**src/rtl/dmem_arbiter.sv**
```systemverilog
// dmem_arbiter
// Shares one single-port data-memory syncram between two requesters:
// requester 0 (processor) and requester 1 (loader/debug). Grants are
// combinational and round-robin. The accepted request is registered onto
// the syncram port. Read data comes back to the owning requester exactly
// two cycles after the grant.
//
// Ports
//   clock                    sole clock, rising edge
//   reset                    synchronous, active-high
//   r0_req / r1_req          access request
//   r0_addr / r1_addr        12-bit word address
//   r0_wdata / r1_wdata      32-bit write data
//   r0_wren / r1_wren        1 = write, 0 = read
//   r0_gnt / r1_gnt          request accepted this cycle (combinational)
//   r0_rvalid / r1_rvalid    read data valid for that requester
//   r0_rdata / r1_rdata      read data, zero when rvalid is low
//   address_dmem, data, wren registered drive to the syncram
//   q_dmem                   syncram read data, one cycle after the address
module dmem_arbiter (
  input  logic        clock,
  input  logic        reset,
  input  logic        r0_req,
  input  logic        r1_req,
  input  logic [11:0] r0_addr,
  input  logic [11:0] r1_addr,
  input  logic [31:0] r0_wdata,
  input  logic [31:0] r1_wdata,
  input  logic        r0_wren,
  input  logic        r1_wren,
  output logic        r0_gnt,
  output logic        r1_gnt,
  output logic        r0_rvalid,
  output logic        r1_rvalid,
  output logic [31:0] r0_rdata,
  output logic [31:0] r1_rdata,
  output logic [11:0] address_dmem,
  output logic [31:0] data,
  output logic        wren,
  input  logic [31:0] q_dmem
);

  // Last-grant pointer. The requester that did not win last time wins
  // the next contention.
  typedef enum logic {
    LAST_R0 = 1'b0,
    LAST_R1 = 1'b1
  } last_t;

  last_t       last_q;
  last_t       last_d;

  logic        accept;
  logic        sel_id;
  logic [11:0] sel_addr;
  logic [31:0] sel_wdata;
  logic        sel_wren;

  // Response pipeline: stage 1 is the cycle the syncram sees the address,
  // stage 2 is the cycle q_dmem carries the data.
  logic        p1_valid;
  logic        p1_id;
  logic        p1_is_read;
  logic        p2_valid;
  logic        p2_id;
  logic        p2_is_read;

  // Grant logic and next pointer. No grant during reset, so a request seen
  // in a reset cycle is never accepted.
  always_comb begin
    r0_gnt = 1'b0;
    r1_gnt = 1'b0;
    last_d = last_q;
    if (!reset) begin
      if (r0_req && r1_req) begin
        if (last_q == LAST_R1) begin
          r0_gnt = 1'b1;
        end else begin
          r1_gnt = 1'b1;
        end
      end else if (r0_req) begin
        r0_gnt = 1'b1;
      end else if (r1_req) begin
        r1_gnt = 1'b1;
      end
      if (r0_gnt) begin
        last_d = LAST_R0;
      end else if (r1_gnt) begin
        last_d = LAST_R1;
      end
    end
  end

  assign accept    = r0_gnt | r1_gnt;
  assign sel_id    = r1_gnt;
  assign sel_addr  = r1_gnt ? r1_addr  : r0_addr;
  assign sel_wdata = r1_gnt ? r1_wdata : r0_wdata;
  assign sel_wren  = r1_gnt ? r1_wren  : r0_wren;

  // Pointer, memory-port and response pipeline registers. Without an
  // acceptance the port only drops wren; address and data keep their
  // previous values.
  always_ff @(posedge clock) begin
    if (reset) begin
      last_q       <= LAST_R1;
      address_dmem <= 12'd0;
      data         <= 32'd0;
      wren         <= 1'b0;
      p1_valid     <= 1'b0;
      p1_id        <= 1'b0;
      p1_is_read   <= 1'b0;
      p2_valid     <= 1'b0;
      p2_id        <= 1'b0;
      p2_is_read   <= 1'b0;
    end else begin
      last_q <= last_d;
      if (accept) begin
        address_dmem <= sel_addr;
        data         <= sel_wdata;
        wren         <= sel_wren;
      end else begin
        wren <= 1'b0;
      end
      p1_valid   <= accept;
      p1_id      <= sel_id;
      p1_is_read <= ~sel_wren;
      p2_valid   <= p1_valid;
      p2_id      <= p1_id;
      p2_is_read <= p1_is_read;
    end
  end

  assign r0_rvalid = p2_valid && p2_is_read && (p2_id == 1'b0);
  assign r1_rvalid = p2_valid && p2_is_read && (p2_id == 1'b1);
  assign r0_rdata  = r0_rvalid ? q_dmem : 32'd0;
  assign r1_rdata  = r1_rvalid ? q_dmem : 32'd0;

endmodule

```
**config.mk**
```make
export PLATFORM = sky130hd
export DESIGN_NAME = dmem_arbiter
export DESIGN_NICKNAME = d
export VERILOG_FILES = /design/src/rtl/dmem_arbiter.sv
export SDC_FILE = /design/constraint.sdc
export NUM_CORES = 1
export LEC_CHECK = 0
export BUFFER_PORTS_ARGS = -buffer_cell sky130_fd_sc_hd__buf_2
export CAP_MARGIN = 20
export CORE_MARGIN = 2
export CORE_UTILIZATION = 26
export DETAILED_ROUTE_END_ITERATION = 6
export PLACE_DENSITY = 0.62
export SKIP_CTS_REPAIR_TIMING = 1
export SYNTH_ARGS = -nofsm -noshare
export SYNTH_HDL_FRONTEND = slang
export SYNTH_SLANG_ARGS = --single-unit
```
**constraint.sdc**
```tcl
create_clock -name clock -period 1.35 [get_ports clock]
set_input_delay 0.27 -clock clock [delete_from_list [all_inputs] [get_ports clock]]
set_output_delay 0.27 -clock clock [all_outputs]
set_load 0.005 [all_outputs]
```
==> flow_summary_export.csv <==
group,metric,value,unit
floorplan,ios,239,
floorplan,rows,37,
place,hpwlAfterDp,7.90,mm
final_layout,synthToLayoutAreaGrowth,72.1,%
final_layout,drive_gt1_share,57.5,%
logic_synthesis,synth_edf_count,0,
detailed_routing,ant_nets,0,
floorplan,core,10300,sq um
flow_run,max_cap_violations,0,
logic_synthesis,synthTopCellsByCount,"and2_1 (65), dfxtp_1 (52), inv_1 (47), a2111oi_0 (44), a221o_1 (44)",
clocking,numCtsBuffers,5,
worst_setup_path,critPathMaxStageDelay,0.35,ns
detailed_routing,drc,0,
logic_synthesis,syn_inst,304,
detailed_routing,dr.pass1.iters,4,
sta,finalHoldViolations,0,
detailed_routing,dr.first_iter.drc_count,125,
sta,worst_slew_pin_slew,0.445,ns
floorplan,start_util,26.6,%
logic_synthesis,yosysWarnings,0,
place,dpl.cell_count,664,
power_and_ir_drop,vdd_ir_drop_max,0.437,mV
clocking,clk_pin_slew,0.10,ns
sta,fin_crit,1.57,ns
sta,relSlewSlack,69.6,%
sta,period_share,116,%
clocking,clk_latency,0.31,ns
min_path,hold_path.startpoint,"r1_wdata[17]",
worst_setup_path,reg2reg_to,"data[2]",
worst_setup_path,worst-path-max-fanout,8,
sta,fin_worst_skew,0.00942,ns
detailed_routing,route.detailed.wl_per_inst,16.0,um
clocking,cts.path.max_buffers,2,
clocking,tritoncts,"yes",
worst_setup_path,crit_required,1.08,ns
sta,setup_violations,68,
global_routing,grt_max_degree,34,
clocking,clock_sinks,52,
place,dp_slack,0.00771,ns
detailed_routing,wl,10.9,mm
worst_setup_path,critical_path_arrival,1.30,ns
logic_synthesis,yosys-top-cells-area,"dfxtp_1 (38%), a221o_1 (16%), and2_1 (15%)",
sta,rsz0062_at_grt,"yes",
logic_synthesis,synth_top_area_share,38.1,%
min_path,min_path_cells,2,
place,gp_congestion,0.806,
logic_synthesis,seq_area_frac_synth,38.1,%
global_routing,antenna_found_initial,1,
power_and_ir_drop,p_leak,2.48,nW
worst_setup_path,reg2regPathDepth,5,
worst_setup_path,path_cells,"and3_4 -> clkbuf_16 -> and2_4 -> buf_6",
logic_synthesis,yosysTopAreaCell,"dfxtp_1",
worst_setup_path,r2r_setup_slack,0.03,ns
sta,drv_slew,0,
detailed_routing,via_per_inst,4.97,
worst_setup_path,slowest_stage,"dfxtp_2",
sta,fmax,0.637,GHz
power_and_ir_drop,power_per_cell_area,760,nW/um^2
floorplan,die_w,106,um
min_path,min_path_type,"primary input to flip-flop",
global_routing,grt.total_usage,16.9,%
logic_synthesis,syn-num-nets,430,
min_path,timing.hold.worst_endpoint,"data[17]",
global_routing,grt_pass1_wl,15.4,mm
global_routing,grt-ovfl-total,0,
clocking,htreeDepth,2,
place,io_buffers,238,
logic_synthesis,synth_ff_type,"dfxtp_1",
logic_synthesis,synth.avg_cell_area,8.98,sq um
logic_synthesis,yosys_register_bits,52,
final_layout,fin_cells,679,
final_layout,nets,668,
sta,setup_slack,-0.220,ns
logic_synthesis,yosysMostFrequentCell,"and2_1",
power_and_ir_drop,finalPower,3.57,mW
worst_setup_path,cp-start-kind,"flip-flop",
logic_synthesis,async_reset_ff_share,0,%
logic_synthesis,syn_area,2730,sq um
detailed_routing,vias,3377,
clocking,cts_root_buffer,"clkbuf_8",
run_status,violations,"setup timing",
run_status,outcome,"finished, violations left",
worst_setup_path,worstSetupPathType,"flip-flop to output port",
floorplan,die-area,11300,sq um
worst_setup_path,end_kind,"output port",
global_routing,grt_pass1_vias,3061,
final_layout,antenna_cells,0,
floorplan,fp.dieH,106,um
worst_setup_path,rr_startpoint,"last_q",
logic_synthesis,yosysUniqueCellTypes,20,
power by group:
part | total (mW) | internal, mW | switching (mW)
logic | 0.769 | 0.416 | 0.353
clock network | 1.08 | 0.549 | 0.530
registers | 1.72 | 1.66 | 0.0664
total | 3.57 | 2.62 | 0.949
worst max-delay path by stage:
stage               start         endpoint  slack (ns)  depth (start not counted)
2_1_floorplan      last_q         data[11]        0.07                          5
3_3_place_gp       r1_req          data[0]       -0.05                          4
3_5_place_dp       r0_req  address_dmem[2]       0.008                          5
4_1_cts        p2_is_read     r0_rdata[27]       -0.26                          5
5_1_grt        p2_is_read     r0_rdata[27]       -0.28                          5
6_report            p2_id      r1_rdata[4]       -0.22                          4
layer usage:
metal / part of all wire [%] / global-route usage (%) / vias to the layer above
met5: 0 / 0 / -
met4: 1.9 / 4.73 / 0
met3: 7.8 / 3.99 / 18
met2: 53 / 31.7 / 170
met1: 37 / 18.9 / 1594
li1: - / - / 1595
cell type report:
type,count,area (sq um)
Multi-Input combinational cell,171,1440
Clock buffer,5,68.8
Tap cell,136,170
Fill cell,1002,5580
Timing Repair Buffer,264,1750
Sequential cell,52,1050
Clock inverter,3,42.5
Inverter,48,183
cell families after synthesis:
kind of cell,after synthesis,share of synthesized area [%]
compound gates,92,31.2
buf+inv,81,12.8
simple gates,79,17.9
flops,52,38.1
through the flow:
step	TNS (ns)	cell area (sq um)	hold slack (ns)	util, %
3_5_place_dp	0	4200	0.429	40.8
6_report	-11.41	4700	0.176	45.8
4_1_cts	-14.37	4310	0.164	41.9
5_1_grt	-16.36	4700	0.164	45.8
2_1_floorplan	0	2730	0.370	-
3_3_place_gp	-0.0529	4200	0.425	40.8
registers in the layout, summed over array words and instances (netlist names):
| register | cells |
|---|---|
| p1_valid | 1 |
| data | 32 |
| last_q | 1 |
| p1_id | 1 |
| address_dmem | 12 |
| p2_id | 1 |
| p2_is_read | 1 |
| p1_is_read | 1 |
| p2_valid | 1 |
| wren | 1 |
layout by cell type, fill, tap and decap left out, types with 2 or more instances in the layout:
| master | instances |
|---|---|
| a221o_1 | 44 |
| clkbuf_8 | 5 |
| buf_4 | 11 |
| and3_4 | 2 |
| and2_1 | 37 |
| nor2b_1 | 3 |
| a2111oi_1 | 8 |
| nor2_1 | 2 |
| and3_1 | 2 |
| buf_6 | 32 |
| inv_1 | 47 |
| and2_4 | 28 |
| dfxtp_2 | 4 |
| clkbuf_16 | 2 |
| dfxtp_1 | 48 |
| buf_12 | 10 |
| a2111oi_0 | 36 |
| buf_2 | 208 |
worst max-delay path, delay by kind of cell, from the launching register on:
kind	cells	cell delay, ns
buffers and inverters	2	0.27
flip-flops	1	0.35
AND/OR/NAND/NOR	2	0.37
Note: power is estimated with default switching activity, not from simulation.
